===== src/rtl/alu_cmd_issuer.sv =====
// Initiator for a 4-bit combinational ALU: registers operands, captures r/c/v one cycle
// later into an in-order response FIFO, and maintains an accumulator plus sticky flags.
module alu_cmd_issuer #(
    parameter int RSP_DEPTH = 2
) (
    input  logic       clk,
    input  logic       rst,
    input  logic       cmd_valid,
    output logic       cmd_ready,
    input  logic [3:0] cmd_a,
    input  logic [3:0] cmd_b,
    input  logic [2:0] cmd_s,
    input  logic       cmd_acc,
    input  logic       cmd_wb,
    output logic [3:0] alu_a,
    output logic [3:0] alu_b,
    output logic [2:0] alu_s,
    input  logic [3:0] alu_r,
    input  logic       alu_c,
    input  logic       alu_v,
    output logic       rsp_valid,
    input  logic       rsp_ready,
    output logic [3:0] rsp_r,
    output logic       rsp_c,
    output logic       rsp_v,
    output logic       rsp_z,
    output logic [3:0] acc,
    output logic       sticky_c,
    output logic       sticky_v,
    input  logic       clr_sticky,
    output logic       dbg_state
);
    // Handshakes: a transfer happens on any rising edge where valid and ready are both high;
    // ready never depends combinationally on valid, and valid/payload hold until transferred.

    typedef enum logic {IDLE = 1'b0, EXEC = 1'b1} state_t;

    localparam int PW = (RSP_DEPTH > 1) ? $clog2(RSP_DEPTH) : 1;
    localparam int CW = $clog2(RSP_DEPTH + 1);

    state_t        state_q, state_d;
    logic [3:0]    alu_a_q, alu_a_d;
    logic [3:0]    alu_b_q, alu_b_d;
    logic [2:0]    alu_s_q, alu_s_d;
    logic          wb_q, wb_d;
    logic [3:0]    acc_q, acc_d;
    logic          sticky_c_q, sticky_c_d;
    logic          sticky_v_q, sticky_v_d;
    logic [6:0]    fifo_q [RSP_DEPTH];
    logic [PW-1:0] wr_ptr_q, wr_ptr_d;
    logic [PW-1:0] rd_ptr_q, rd_ptr_d;
    logic [CW-1:0] count_q, count_d;
    logic          accept, push, pop;
    logic [6:0]    push_entry, head;

    function automatic logic [PW-1:0] ptr_inc(input logic [PW-1:0] p);
        return (p == PW'(RSP_DEPTH - 1)) ? '0 : p + PW'(1);
    endfunction

    always_comb begin
        // The FIFO slot is reserved at accept, so the capture push can never find it full.
        cmd_ready  = (state_q == IDLE) && (count_q < CW'(RSP_DEPTH));
        accept     = cmd_valid && cmd_ready;
        push       = (state_q == EXEC);
        rsp_valid  = (count_q != '0);
        pop        = rsp_valid && rsp_ready;
        push_entry = {alu_r, alu_c, alu_v, (alu_r == 4'h0)};
        head       = fifo_q[rd_ptr_q];

        state_d    = state_q;
        alu_a_d    = alu_a_q;
        alu_b_d    = alu_b_q;
        alu_s_d    = alu_s_q;
        wb_d       = wb_q;
        acc_d      = acc_q;
        sticky_c_d = sticky_c_q;
        sticky_v_d = sticky_v_q;
        wr_ptr_d   = wr_ptr_q;
        rd_ptr_d   = rd_ptr_q;
        count_d    = count_q;

        case (state_q)
            IDLE: if (accept) state_d = EXEC;
            EXEC: state_d = IDLE;
            default: state_d = IDLE;
        endcase

        if (accept) begin
            alu_a_d = cmd_acc ? acc_q : cmd_a;
            alu_b_d = cmd_b;
            alu_s_d = cmd_s;
            wb_d    = cmd_wb;
        end

        if (push) begin
            wr_ptr_d = ptr_inc(wr_ptr_q);
            if (wb_q) acc_d = alu_r;
        end
        if (pop) rd_ptr_d = ptr_inc(rd_ptr_q);

        case ({push, pop})
            2'b10:   count_d = count_q + CW'(1);
            2'b01:   count_d = count_q - CW'(1);
            default: count_d = count_q;
        endcase

        // A flag captured this edge beats a simultaneous clear.
        if (push && alu_c)   sticky_c_d = 1'b1;
        else if (clr_sticky) sticky_c_d = 1'b0;
        if (push && alu_v)   sticky_v_d = 1'b1;
        else if (clr_sticky) sticky_v_d = 1'b0;
    end

    always_ff @(posedge clk) begin
        if (rst) begin
            state_q    <= IDLE;
            alu_a_q    <= '0;
            alu_b_q    <= '0;
            alu_s_q    <= '0;
            wb_q       <= 1'b0;
            acc_q      <= '0;
            sticky_c_q <= 1'b0;
            sticky_v_q <= 1'b0;
            wr_ptr_q   <= '0;
            rd_ptr_q   <= '0;
            count_q    <= '0;
            for (int i = 0; i < RSP_DEPTH; i++) fifo_q[i] <= '0;
        end else begin
            state_q    <= state_d;
            alu_a_q    <= alu_a_d;
            alu_b_q    <= alu_b_d;
            alu_s_q    <= alu_s_d;
            wb_q       <= wb_d;
            acc_q      <= acc_d;
            sticky_c_q <= sticky_c_d;
            sticky_v_q <= sticky_v_d;
            wr_ptr_q   <= wr_ptr_d;
            rd_ptr_q   <= rd_ptr_d;
            count_q    <= count_d;
            if (push) fifo_q[wr_ptr_q] <= push_entry;
        end
    end

    assign alu_a     = alu_a_q;
    assign alu_b     = alu_b_q;
    assign alu_s     = alu_s_q;
    assign acc       = acc_q;
    assign sticky_c  = sticky_c_q;
    assign sticky_v  = sticky_v_q;
    assign dbg_state = state_q;
    // Response fields read as zero whenever the FIFO is empty.
    assign rsp_r     = rsp_valid ? head[6:3] : 4'h0;
    assign rsp_c     = rsp_valid ? head[2]   : 1'b0;
    assign rsp_v     = rsp_valid ? head[1]   : 1'b0;
    assign rsp_z     = rsp_valid ? head[0]   : 1'b0;

endmodule


===== config.mk =====
export PLATFORM = sky130hd
export DESIGN_NAME = alu_cmd_issuer
export DESIGN_NICKNAME = d
export VERILOG_FILES = /design/src/rtl/alu_cmd_issuer.sv
export SDC_FILE = /design/constraint.sdc
export NUM_CORES = 1
export LEC_CHECK = 0
export ABC_CLOCK_PERIOD_IN_PS = 1400
export BUFFER_PORTS_ARGS = -buffer_cell sky130_fd_sc_hd__buf_2
export CAP_MARGIN = 20
export CORE_AREA = 8 8 69 71
export CTS_CLUSTER_DIAMETER = 50
export CTS_CLUSTER_SIZE = 10
export DETAILED_ROUTE_END_ITERATION = 8
export DIE_AREA = 0 0 77 79
export MAX_ROUTING_LAYER = met4
export PLACE_DENSITY = 0.71
export SLEW_MARGIN = 30
export SYNTH_ARGS = -nofsm -noshare
export SYNTH_HDL_FRONTEND = slang
export SYNTH_SLANG_ARGS = --single-unit

===== constraint.sdc =====
create_clock -name clk -period 1.4 [get_ports clk]
set_input_delay 0.14 -clock clk [delete_from_list [all_inputs] [get_ports clk]]
set_output_delay 0.14 -clock clk [all_outputs]
set_load 0.01 [all_outputs]

==> reports/metrics.yaml <==
clkSlewWorstSetupHoldPaths_ns: 0.07
setup_viol: 0
cts_buffer_depth: 2
cts_buffers: 5
postSynthCellCount: 146
antenna_found_initial: 0
yosysTopAreaCellShare: 0.299
min_to: "alu_s[2]"
start_kind: "flop"
min_period_ns: 1.34
final_cells: 257
hp-class: "primary input to flop"
antennaDiodeCount: 0
critPathBufInv: 1
ys.flop_type: "dfxtp_1"
skew_ns: 0.00409
start_util: 0.424
ir_drop_uv: 692
root_buffer: "clkbuf_8"
clock_latency_ns: 0.28
core_um2: 3800
post_synth_instance_area_um2: 1610
tightest_slew_ns: 0.482
hold_ws_ns: 0.0878
dieWidth_um: 77
reg2reg_to: "count_q[1]"
wirelength_um: 3220
drc_errors: 0
cp.required_ns: 1.62
final_area_um2: 2080
yosys.area.top_type: "dfxtp_1"
fin_tns_setup_ns: 0
reg2regPathDepth: 5
gp_congestion: 0.734
nNetsFinal: 231
via_count: 1184
path_cells: "o21ai_2, inv_1, ha_1, or3_1, a21oi_1"
avgSynthCellArea_um2: 11.0
grt_pass1_vias: 1116
cp_slowest_stage_delay_ns: 0.37
final.fill_count: 347
grt_use_total: 0.109
power_mw: 3.10
crit_slowest_cell: "or3_1"
grt_start_max_net_pins: 18
r2r-start: "count_q[1]"
num_rows: 23
dp_cells: 249
maxSlewViolCount: 0
syn2layout_area_growth_pct: 29.5
yosys-top-cells-count: "dfxtp_1, nor2_1, mux2i_1"
grt_overflow: 0
reg2reg_slack_ns: 0.06
path_class: "flop to flop"
first_iter_violations: 39
synth_nets: 171
dp_hpwl_um: 2520
ys_ff_latch: 38
port_buffers: 50
ant_nets: 0
cp-end-kind: "flop"
hold_violations: 0
clkSinkCount: 38
synth-edff-count: 14
layout-drive-gt1-share: 0.406
routed_via_density: 4.61
ys_types: 29
max-cap-violations: 0
yosys-top-cells-area: "dfxtp_1, edfxtp_1, mux2i_1"
synth-seq-area-share: 0.560
maxSlewHeadroom: 0.676
async_flop_share: 0
max_freq_mhz: 746
cp.arrival_ns: 1.56
die_h_um: 79
holdCritStartpoint: "cmd_s[2]"
p_leak_nw: 0.937
dr.pass1.iters: 4
place_area_um2: 1960
wl_per_cell_um: 12.5
ys_warn_count: 0
htreeDepth: 2
path_delay_family: "simple AND/OR/NAND/NOR gates"
status: "finished clean"
powerDensity_nw_per_um2: 1490
grt_first_pass_wirelength_um: 5250
die_area_um2: 6080
path_max_fanout: 2
hold_depth: 3
ioPinCount: 51
rsz0062_at_grt: "no"
cts_tree: "done"
min_period_over_period: 0.957
synth_most_common_cell: "dfxtp_1"
registers in the layout (all words and copies together), names as in the netlist, 2 cells and up, named ones only:
register	cells
alu_b	4
alu_s	3
alu_a	4
count_q	2
fifo_q	14
acc	4
tightest hold or removal path: stages:
cell     delay, ns
buf_2         0.07
mux2i_1       0.05
nor2_1        0.07
layer usage:
metal | vias up | routed length, µm | track usage
met5 | - | 0 | -
met4 | 0 | 41 | 0.0340
met3 | 6 | 244 | 0.0530
met2 | 34 | 1490 | 0.176
met1 | 529 | 1440 | 0.117
li1 | 615 | - | -
logic make-up after synthesis:
kind of cell               synth area share
xor gates and xnor gates             0.0218
and+or+nand+nor                       0.178
adders and majority gates           0.00777
buffers and inverters                0.0474
DFF                                   0.560
AOI/OAI and AO/OA                    0.0669
muxes                                 0.118
worst max path at each step:
| stage | slack, ns | end | cells past startpoint | startpoint |
|---|---|---|---|---|
| finish | 0.06 | count_q[1] | 5 | count_q[1] |
| global route | 0.002 | rsp_r[3] | 5 | count_q[0] |
| CTS | 0.03 | count_q[1] | 5 | count_q[0] |
| detailed placement | 0.05 | count_q[1] | 5 | count_q[0] |
| global placement | 0.07 | count_q[1] | 5 | count_q[0] |
| floorplan | 0.002 | fifo_q[1][0] | 3 | dbg_state |
timing repair:
| action | in CTS | in global routing |
|---|---|---|
| buffers inserted | 0 | 0 |
| pin swaps | 0 | 2 |
| hold buffers | 0 | 0 |
| gates resized for setup | 1 | 4 |
| endpoints found under the setup margin | 7 | 13 |
power by group:
group	switching [mW]	total, mW	internal (mW)
clock	0.368	0.892	0.524
combinational	0.419	0.830	0.411
sequential	0.0937	1.38	1.28
total	0.880	3.10	2.22
per-stage QoR:
stage	setup WS, ns	utilization
final	0.0598	0.548
after global routing	0.00233	0.548
after CTS	0.0295	0.546
after detailed placement	0.0470	0.517
after global placement	0.0666	0.517
after floorplan	0.00173	-
layout make-up:
type                       instances  area (µm²)  share of cell area
clock buffer                       5        68.8              0.0330
timing repair buffer              61         345               0.166
inverter                           5        18.8             0.00901
tap                               50        62.6              0.0300
sequential                        38         905               0.434
multi-input combinational         95         643               0.309
clock inverter                     3        40.0              0.0192
layout by cell type, fill, tap and decap left out, types with 2 or more instances in the layout:
cell      instances
xnor2_1           2
nor4_1            2
buf_2            50
nor2_1           23
xor2_1            2
clkinv_2          2
buf_4            10
nor2_2            4
nand3_1           4
nand2_1           5
a21oi_1           5
a211oi_2          4
and2_1           12
inv_1             5
dfxtp_1          21
clkbuf_8          5
dfxtp_2           3
a22oi_1           2
mux2i_1          19
edfxtp_1         14
No activity file was read; power rests on OpenSTA's default activity.
